**src/rtl/motion_pkg.sv**
```systemverilog
// Shared types and helpers for the motion sequencer.
package motion_pkg;

  localparam int WIDTH_DEF = 16;

  typedef enum logic [2:0] {
    IDLE   = 3'd0,
    RAMP   = 3'd1,
    SETTLE = 3'd2,
    HOLD   = 3'd3,
    FAULT  = 3'd4
  } state_t;

  // |v| <= lim for a sign-extended difference (WIDTH+1 <= 33 bits).
  // The magnitude is formed one bit wider so that the most negative value
  // cannot overflow.
  function automatic logic mag_le(input logic signed [32:0] v,
                                  input logic [31:0] lim);
    logic signed [33:0] a;
    a = 34'(v);
    if (a < 0) a = -a;
    return a <= $signed({2'b00, lim});
  endfunction

endpackage

```
**src/rtl/motion_sequencer_tick_gen.sv**
```systemverilog
// Free-running tick divider: strobe on the last count, then wrap to zero.
module tick_gen #(
  parameter int TICK_DIV = 12000
) (
  input  logic clk,
  input  logic rst,
  input  logic clear,
  output logic strobe
);

  localparam int CW = (TICK_DIV > 1) ? $clog2(TICK_DIV) : 1;
  localparam logic [CW-1:0] LAST = CW'(TICK_DIV - 1);

  logic [CW-1:0] cnt;

  assign strobe = (cnt == LAST);

  // Count 0..TICK_DIV-1; clear holds the phase at zero.
  always_ff @(posedge clk) begin
    if (rst || clear) cnt <= '0;
    else if (strobe)  cnt <= '0;
    else              cnt <= cnt + CW'(1);
  end

endmodule

```
**src/rtl/motion_sequencer.sv**
```systemverilog
// Supervisory setpoint sequencer for pid_16: rate-limited ramp toward the
// requested target, settle monitoring with timeout, and PID reset control.
module motion_sequencer
  import motion_pkg::*;
#(
  parameter int WIDTH         = WIDTH_DEF,
  parameter int TICK_DIV      = 12000,
  parameter int STEP_MAX      = 4,
  parameter int SETTLE_BAND   = 8,
  parameter int SETTLE_TICKS  = 50,
  parameter int TIMEOUT_TICKS = 2000
) (
  input  logic                    clk,
  input  logic                    rst,
  input  logic                    enable,
  input  logic signed [WIDTH-1:0] target,
  input  logic                    target_valid,
  input  logic signed [WIDTH-1:0] position,
  output logic signed [WIDTH-1:0] setpoint_out,
  output logic                    pid_rst,
  output logic                    busy,
  output logic                    settled,
  output logic                    fault
);

  localparam int SW = $clog2(SETTLE_TICKS + 1);
  localparam int TW = $clog2(TIMEOUT_TICKS + 1);

  state_t                  state;
  logic signed [WIDTH-1:0] tgt;
  logic [SW-1:0]           settle_cnt, settle_nxt;
  logic [TW-1:0]           timeout_cnt, timeout_nxt;
  logic                    tick, tick_clr;
  logic signed [WIDTH:0]   diff, err;
  logic                    step_done, in_band;

  // Holding the divider at zero while idle makes the first ramp step land
  // exactly TICK_DIV cycles after leaving IDLE.
  assign tick_clr = (state == IDLE);

  tick_gen #(.TICK_DIV(TICK_DIV)) u_tick (
    .clk    (clk),
    .rst    (rst),
    .clear  (tick_clr),
    .strobe (tick)
  );

  // Status is a pure decode of the registered state.
  assign pid_rst = (state == IDLE) || (state == FAULT);
  assign busy    = (state == RAMP) || (state == SETTLE);
  assign settled = (state == HOLD);
  assign fault   = (state == FAULT);

  // Ramp/settle arithmetic at WIDTH+1 bits so full-scale spans never wrap.
  always_comb begin
    diff      = {tgt[WIDTH-1], tgt} - {setpoint_out[WIDTH-1], setpoint_out};
    err       = {tgt[WIDTH-1], tgt} - {position[WIDTH-1], position};
    step_done = mag_le(33'(diff), 32'(STEP_MAX));
    in_band   = mag_le(33'(err), 32'(SETTLE_BAND));
    if (!in_band)                             settle_nxt = '0;
    else if (settle_cnt == SW'(SETTLE_TICKS)) settle_nxt = settle_cnt;
    else                                      settle_nxt = settle_cnt + SW'(1);
    if (timeout_cnt == TW'(TIMEOUT_TICKS))    timeout_nxt = timeout_cnt;
    else                                      timeout_nxt = timeout_cnt + TW'(1);
  end

  // Sequencer FSM and setpoint datapath: rst > enable > target_valid > tick.
  always_ff @(posedge clk) begin
    if (rst) begin
      state        <= IDLE;
      setpoint_out <= '0;
      tgt          <= '0;
      settle_cnt   <= '0;
      timeout_cnt  <= '0;
    end else if (!enable) begin
      if (state == IDLE) setpoint_out <= position;
      state <= IDLE;
    end else if (target_valid && state != FAULT) begin
      if (state == IDLE) setpoint_out <= position;
      tgt   <= target;
      state <= RAMP;
    end else begin
      case (state)
        IDLE: setpoint_out <= position;
        RAMP: if (tick) begin
          if (step_done) begin
            setpoint_out <= tgt;
            settle_cnt   <= '0;
            timeout_cnt  <= '0;
            state        <= SETTLE;
          end else if (diff[WIDTH]) begin
            setpoint_out <= setpoint_out - WIDTH'(STEP_MAX);
          end else begin
            setpoint_out <= setpoint_out + WIDTH'(STEP_MAX);
          end
        end
        SETTLE: if (tick) begin
          settle_cnt  <= settle_nxt;
          timeout_cnt <= timeout_nxt;
          if (settle_nxt == SW'(SETTLE_TICKS))       state <= HOLD;
          else if (timeout_nxt == TW'(TIMEOUT_TICKS)) state <= FAULT;
        end
        default: ;
      endcase
    end
  end

endmodule

```
**config.mk**
```make
export PLATFORM = sky130hd
export DESIGN_NAME = motion_sequencer
export DESIGN_NICKNAME = d
export VERILOG_FILES = /design/src/rtl/motion_pkg.sv /design/src/rtl/motion_sequencer_tick_gen.sv /design/src/rtl/motion_sequencer.sv
export SDC_FILE = /design/constraint.sdc
export NUM_CORES = 1
export LEC_CHECK = 0
export BUFFER_PORTS_ARGS = -buffer_cell sky130_fd_sc_hd__clkbuf_2
export CORE_MARGIN = 2
export CORE_UTILIZATION = 49
export DETAILED_ROUTE_END_ITERATION = 16
export PLACE_DENSITY = 0.67
export SLEW_MARGIN = 15
export SYNTH_ARGS = -nofsm -noshare
export SYNTH_HDL_FRONTEND = slang
export SYNTH_SLANG_ARGS = --single-unit
```
**constraint.sdc**
```tcl
create_clock -name clk -period 10.3 [get_ports clk]
set_clock_uncertainty 0.15 [all_clocks]
set_input_delay 1.545 -clock clk [delete_from_list [all_inputs] [get_ports clk]]
set_output_delay 1.545 -clock clk [all_outputs]
set_load 0.02 [all_outputs]
```
==> summary.md, run 1 <==
| Metric | Value |
|---|---|
| Routed len/inst | `16.71 um` |
| Reg2reg start | `setpoint_out[4]$_SDFFE_PP0P_` |
| Max frequency | `175.8 MHz` |
| Post-DP HPWL | `between 15000 and 20000 um` |
| Core Area | `around 14000 um2` |
| Die Width | `121.8 um` |
| Clock Sinks | `66` |
| Via count | `7039` |
| Hold Path Depth | `1` |
| Fill count | `1374` |
| IO Port Bufs | `55` |
| R2R depth | `19` |
| Setup CP Type | `in2reg` |
| H-tree depth | `3` |
| Detailed-route DRC error count | `0` |
| Die area | `14830 um2` |
| Yosys reg bits | `66` |
| Root buf cell | `clkbuf_16` |
| Worst EP required | `10400 ps` |
| Leakage | `3.037 nW` |
| Nets | `~1100` |
| Register area | `1321 um2` |
| Most frequent cells in the layout | `nor2_1, nand2_1, a21oi_1` |
| Initial antenna violation count | `0` |
| Post-Route WL | `19270 um` |
| Global route total overflow | `0` |
| Outcome | `finished clean` |
| TritonRoute pass-1 iters | `5` |
| Critical Path Fanout Max | `12` |
| Post-synthesis sequential area ratio | `19.44%` |
| # diodes | `0` |
| Number of global-route vias before repair | `6247` |
| Initial Util | `49.53%` |
| Rows | `43` |
| Hold_sp | `u_tick.cnt[0]$_SDFF_PP0_` |
| CTS Hold Buffers Added | `0` |
| Final Cycle Share | `55.24%` |
| Setup TNS | `0 ps` |
| Largest net degree at the start of global routing | `57` |
| Post-synthesis instance area | `6795 um2` |
| Total I/O pin count | `56` |
| Hold crit path type | `reg2reg` |
| Final min period | `5689 ps` |
| Post-Layout Cell Count | `1153` |
| CTS tree | `built` |
| First-pass GRT wire length | `between 30000 and 40000 um` |
| Predominant post-synthesis flop cell | `dfxtp_1` |
| Gr usage total | `a little over a quarter` |
| Dpl cells | `1137` |
| Postcts setup bufs | `0` |
| Final antenna-violating net count | `0` |
| Layout area overhead | `10.44%` |
| Die Ht | `121.8 um` |
| EDFF count, synth | `0` |
| Final Hold Viols | `0` |
| Layout cells sized above 1 | `between 10% and 20%` |
| Clk Latency, worst-skew pair | `340 ps` |
| Worst slew pin tran | `between 1000 and 1500 ps` |
| Syn Inst Count | `925` |
| Worst EP arrival | `a little under 6000 ps` |
| Relative slew margins | `25.62%` |
| Type of origin of the critical path | `input port` |
| Hold Path Sink | `u_tick.cnt[0]$_SDFF_PP0_` |
| Pwr Total | `1.015 mW` |
| Max IR drop VDD | `99.32 uV` |
| Clock buffer depth | `2` |
| Area of the multi-input gates | `5134 um2` |
| FF-to-FF End | `setpoint_out[14]$_SDFFE_PP0P_` |
| Post-cts sizing count | `0` |
| Synth Warn # | `0` |
| Mapped Nets | `about 1000` |
| Post-synthesis async set-or-reset flop share | `0%` |
| Worst-path clk slew | `60 ps` |
| RSZ-0062 raised after global routing | `no` |
| Max Cap Viol | `0` |
| Initial DRC count | `580` |
| Crit path capture type | `flop` |
| Most common library cell in the layout ignoring fill and taps | `nor2_1` |
| Num CTS Buffers | `9` |
| Gpl congestion | `0.8774` |
| Vias per inst | `6.105` |
| Final Setup Violations | `0` |
| PD cells | `about 140 nW/um2` |
| Netlist cell types | `85` |
| Max Slew Vio Count | `0` |
| Avg Inst Size Synth | `7.346 um2` |
| Reg2Reg Setup Slack | `4620 ps` |
layout make-up:
cell class	instances	area share (%)
Sequential cell	66	17.61
Tap cell	180	3.001
Timing Repair Buffer	61	4.268
Clock buffer	9	3.001
Clock inverter	7	0.7169
Multi-Input combinational cell	770	68.41
Inverter	60	3.001
state kept, by name (all words and copies together) (netlist names):
name and flops:
setpoint_out 16, settle_cnt 6, state 3, tgt 16, timeout_cnt 11, u_tick.cnt 14
stage by stage:
stage	utilization, %	cell area, um2	setup WS, ps	hold WS (ps)
finish	54.70	7505	4611	317.1
global route	54.70	7505	4097	330.3
CTS	54.70	7505	4640	316.2
detailed placement	52.67	7226	4302	302.1
global placement	52.67	7226	4406	294.1
floorplan	-	6795	5053	279.9
worst max-delay path by stage:
stage | from | endpoint | slack [ps] | depth (start not counted)
global placement | position[0] | state[0]$_SDFFE_PP0P_ | 4410 | 15
detailed placement | position[0] | state[0]$_SDFFE_PP0P_ | 4300 | 15
finish | position[0] | state[0]$_SDFFE_PP0P_ | 4610 | 15
global route | setpoint_out[4]$_SDFFE_PP0P_ | setpoint_out[11]$_SDFFE_PP0P_ | 4100 | 19
CTS | position[0] | state[0]$_SDFFE_PP0P_ | 4640 | 15
floorplan | position[0] | state[0]$_SDFFE_PP0P_ | 5050 | 14
kinds of logic after synthesis:
kind of cell	share of synthesized area [%]
and+or+nand+nor	26.85
AOI/OAI and AO/OA	30.57
buffers and inverters	5.008
DFF	19.44
adders and majority gates	10.24
xor gates and xnor gates	6.702
muxes	1.197
worst max-delay path, cell delays in order:
cell and delay (ps):
clkbuf_2 100, ha_1 190, inv_1 60, fa_1 420, a211oi_1 320, o21bai_1 200, a211oi_1 370, o22ai_1 320
or4b_2 730, o22ai_1 130, o22ai_1 100, a2111o_1 500, nor4_4 420, nand3_1 120, a311oi_1 270
layer usage:
layer  track usage, %  part of all wire, %  vias to the layer above
met5                0                    0                        -
met4            7.759                  2.2                        0
met3            5.150                  5.3                       33
met2            42.28                   45                      186
met1            35.03                   47                     3248
li1                 -                    -                     3572
power breakdown:
group / internal, mW / switching, mW
clock: 0.164 / 0.125
combinational: 0.176 / 0.271
sequential: 0.265 / 0.0147
Yosys cell counts, types with 6 or more instances:
cell       n  area share, %
nor3b_1    6           0.66
nor3_1    35            2.6
a21oi_1   71            5.2
xor2_1    31            4.0
nand4_1    7           0.64
nand3_1   32            2.4
nand2_1   82            4.5
o21ai_0   52            3.8
o21a_1     9           0.99
dfxtp_1   66             19
o22ai_1    9           0.83
a22oi_1   12            1.3
o31ai_1   10            1.1
nand2b_1  13            1.2
a311oi_1   8            1.0
and4_1     7           0.90
nor4_1     9           0.83
a211oi_1  21            2.3
inv_1     59            3.3
xnor2_1   21            2.7
and2_1     8           0.74
and3_1    19            1.7
a21o_1    10            1.1
o211ai_1   8           0.88
o32ai_1    7           0.90
mux2i_1    7            1.0
o21bai_1   7           0.77
a211o_1    6           0.77
or3_1     11            1.0
nor2_1    89            4.9
clkbuf_1  23            1.3
a31oi_1   14            1.3
ha_1      50            9.2
nor2b_1    7           0.64
or2_2      6           0.55
(Power assumes the default switching activity.)
==> run 2: changes to the inputs <==
- ABC_AREA: not set -> 1
- PLACE_DENSITY: 0.67 -> 0.7
- clock period: 10.3 -> 5 ns (I/O delays scaled with it)
==> summary.md, run 2 <==
| Metric | Value |
|---|---|
| Num CTS Buffers | `9 (unchanged)` |
| Die Ht | `130.1 um (+6.9%)` |
| Layout cells sized above 1 | `7.395% (-3.0 points)` |
| Pwr Total | `2.418 mW (+140%)` |
| Rows | `46 (+7.0%)` |
| Met2 Wirelength | `10210 um (+16%)` |
| Clk Latency, worst-skew pair | `350 ps (about the same)` |
| Global route total overflow | `0 (unchanged)` |
| Gr usage total | `28.40% (+2.3 points)` |
| Biggest registers after layout | `setpoint_out: 16 flops, tgt: 16 flops, u_tick.cnt: 14 flops` |
| Clock buffer depth | `2 (unchanged)` |
| First-pass GRT wire length | `38440 um (+24%)` |
| Root buf cell | `clkbuf_16` |
| H-tree depth | `3 (unchanged)` |
| Post-synthesis instance area | `7797 um2 (+15%)` |
| Initial antenna violation count | `0 (unchanged)` |
| Largest area contributor in the netlist | `nand2_1` |
| Predominant post-synthesis flop cell | `dfxtp_1` |
| Initial Util | `49.63% (+0.095 points)` |
| Leakage | `4.484 nW (+48%)` |
| Via count | `8899 (+26%)` |
| Detailed-route DRC error count | `0 (unchanged)` |
| Reg2Reg Setup Slack | `530 ps (-4090 ps)` |
| Max Cap Viol | `0 (unchanged)` |
| # diodes | `0 (unchanged)` |
| Hold_sp | `u_tick.cnt[12]$_SDFF_PP0_` |
| Hold crit path type | `reg2reg` |
| Crit path capture type | `flop` |
| Final antenna-violating net count | `0 (unchanged)` |
| Avg Inst Size Synth | `5.472 um2 (-26%)` |
| Mapped Nets | `1514 (+49%)` |
| Post-Route WL | `23380 um (+21%)` |
| IO Port Bufs | `55 (unchanged)` |
| Post-Layout Inst Area | `8553 um2 (+14%)` |
| Yosys reg bits | `66 (unchanged)` |
| Most common library cell in the layout ignoring fill and taps | `nand2_1` |
| Clock Sinks | `66 (unchanged)` |
| Final min period | `4474 ps` |
| Die area | `16940 um2 (+14%)` |
| Routed len/inst | `13.83 um (-17%)` |
| M1 wire length | `10970 um (+21%)` |
| Initial DRC count | `743 (+28%)` |
| Slowest cell on the critical path | `fa_1` |
| Post-synth top cells | `nand2_1, inv_1, nor2_1, nand3_1, a21oi_1` |
| Max Slew Vio Count | `0 (unchanged)` |
| Final Setup Violations | `0 (unchanged)` |
| Relative slew margins | `32.47% (+6.8 points)` |
| CTS Hold Buffers Added | `0 (unchanged)` |
| Hold Path Depth | `1 (unchanged)` |
| Syn Inst Count | `1425 (+54%)` |
| R2R depth | `28 (+9)` |
| Die Width | `130.1 um (+6.9%)` |
| CTS tree | `built` |
| Vias per inst | `5.266 (-14%)` |
| Core Area | `15710 um2 (+15%)` |
| Post-synthesis sequential area ratio | `16.94% (-2.5 points)` |
| EDFF count, synth | `0 (unchanged)` |
| Setup CP Type | `reg2reg` |
| DR WL met3 | `1563 um (+54%)` |
| Type of origin of the critical path | `flop` |
| Max frequency | `223.5 MHz` |
| Critical Path Fanout Max | `32 (+20)` |
| Max Used Layer | `met4` |
| Post-synthesis async set-or-reset flop share | `0% (unchanged)` |
| Worst EP required | `5070 ps (-5330 ps)` |
| Placed inst area | `8248 um2 (+14%)` |
| Gpl congestion | `0.9756 (+11%)` |
| Reg2reg start | `tgt[0]$_SDFFE_PP0P_` |
| FF-to-FF End | `setpoint_out[14]$_SDFFE_PP0P_` |
| Worst EP arrival | `4550 ps (-1240 ps)` |
| Final Hold Viols | `0 (unchanged)` |
| Post-DP HPWL | `18660 um (+24%)` |
| Worst-path clk slew | `60 ps (about the same)` |
| CP most frequent cell | `nand2_1` |
| Worst slew pin tran | `1011 ps (-95.64 ps)` |
| RSZ-0062 raised after global routing | `no` |
| Hold Path Sink | `u_tick.cnt[12]$_SDFF_PP0_` |
| Nets | `1558 (+47%)` |
| Setup TNS | `0 ps (unchanged)` |
| PD cells | `282.7 nW/um2 (+110%)` |
| Netlist cell types | `39 (-54%)` |
| Ranking of synthesized cells by area | `nand2_1, dfxtp_1, inv_1` |
| Most frequent cells in the layout | `nand2_1, inv_1, nor2_1` |
| Outcome | `finished clean` |
| Most frequent cell after synthesis | `nand2_1` |
| Post-synth top area share | `22.10% (+2.7 points)` |
| TritonRoute pass-1 iters | `6 (+1)` |
| Layout area overhead | `9.692%` |
| Max IR drop VDD | `189.1 uV (+90%)` |
| Final Cycle Share | `89.49%` |
| Number of global-route vias before repair | `8070 (+29%)` |
| Total I/O pin count | `56 (unchanged)` |
| Largest net degree at the start of global routing | `33 (-42%)` |
| Max incr delay on CP | `440 ps (-290 ps)` |
| Synth Warn # | `0 (unchanged)` |
run 2: changes by cell type after synthesis, sizes merged, moves of 17 or more:
cell    before  now
nor3        36   16
nor2        89  159
a211oi      22    0
nand2       82  469
nand3       33  148
and3        19    0
nand4        7   24
inv         60  220
a21oi       71  103
run 2: logic make-up (layout without fill, tap and decap cells):
logic type	count (synthesis)	after routing	share of synthesized area, %
compound gates	187	187	12.48
xor+xnor	34	34	3.819
simple gates	833	833	45.22
flops	66	66	16.94
buf+inv	252	301	12.74
fa+ha+maj	53	53	8.793
run 2: cell type report:
cell class	instances	area, um2
Clock buffer	9	225.2
Clock inverter	7	77.57
Fill cell	1677	7159
Inverter	222	835.8
Multi-Input combinational cell	1107	5488
Sequential cell	66	1321
Tap cell	216	270.3
Timing Repair Buffer	63	335.3
run 2: what timing repair did:
action                                  4_1_cts  5_1_grt
setup buffers                                 0        0
endpoints found under the setup margin        0        2
gates resized for setup                       0        2
endpoints found under the hold margin         0        0
run 2: metrics by stage:
step / setup slack, ps / hold WS [ps] / util, % / instances
floorplan: 948.0 / 267.6 / - / 1425
global placement: 514.2 / 286.3 / 52.49 / 1674
detailed placement: 423.0 / 292.8 / 52.49 / 1674
CTS: 381.6 / 301.5 / 54.42 / 1690
global route: 45.47 / 335.6 / 54.44 / 1690
finish: 525.7 / 302.0 / 54.44 / 1690
run 2: where the power goes:
group | internal (mW) | switching [mW]
registers | 0.547 | 0.0269
clock network | 0.391 | 0.277
logic | 0.403 | 0.774
total | 1.34 | 1.08
run 2: layer usage:
| metal | track usage (%) | up-vias |
|---|---|---|
| met3 | 4.141 | 48 |
| met4 | 10.56 | 0 |
| li1 | - | 4642 |
| met5 | 0 | - |
| met1 | 39.02 | 3923 |
| met2 | 45.15 | 286 |
run 2: worst max path at each step:
stage,start,endpoint,cells past startpoint
2_1_floorplan,setpoint_out[0]$_SDFFE_PP0P_,setpoint_out[14]$_SDFFE_PP0P_,28
3_3_place_gp,tgt[0]$_SDFFE_PP0P_,setpoint_out[14]$_SDFFE_PP0P_,28
3_5_place_dp,tgt[0]$_SDFFE_PP0P_,setpoint_out[14]$_SDFFE_PP0P_,28
4_1_cts,tgt[0]$_SDFFE_PP0P_,setpoint_out[14]$_SDFFE_PP0P_,28
5_1_grt,tgt[0]$_SDFFE_PP0P_,setpoint_out[15]$_SDFFE_PP0P_,30
6_report,tgt[0]$_SDFFE_PP0P_,setpoint_out[14]$_SDFFE_PP0P_,28
run 2: critical path, delay by kind of cell, from the launching register on:
family / cells / cell delay, ps
simple gates: 14 / 1190
buf+inv: 3 / 490
compound gates: 7 / 1070
fa+ha+maj: 3 / 950
flops: 1 / 310
xor+xnor: 1 / 150
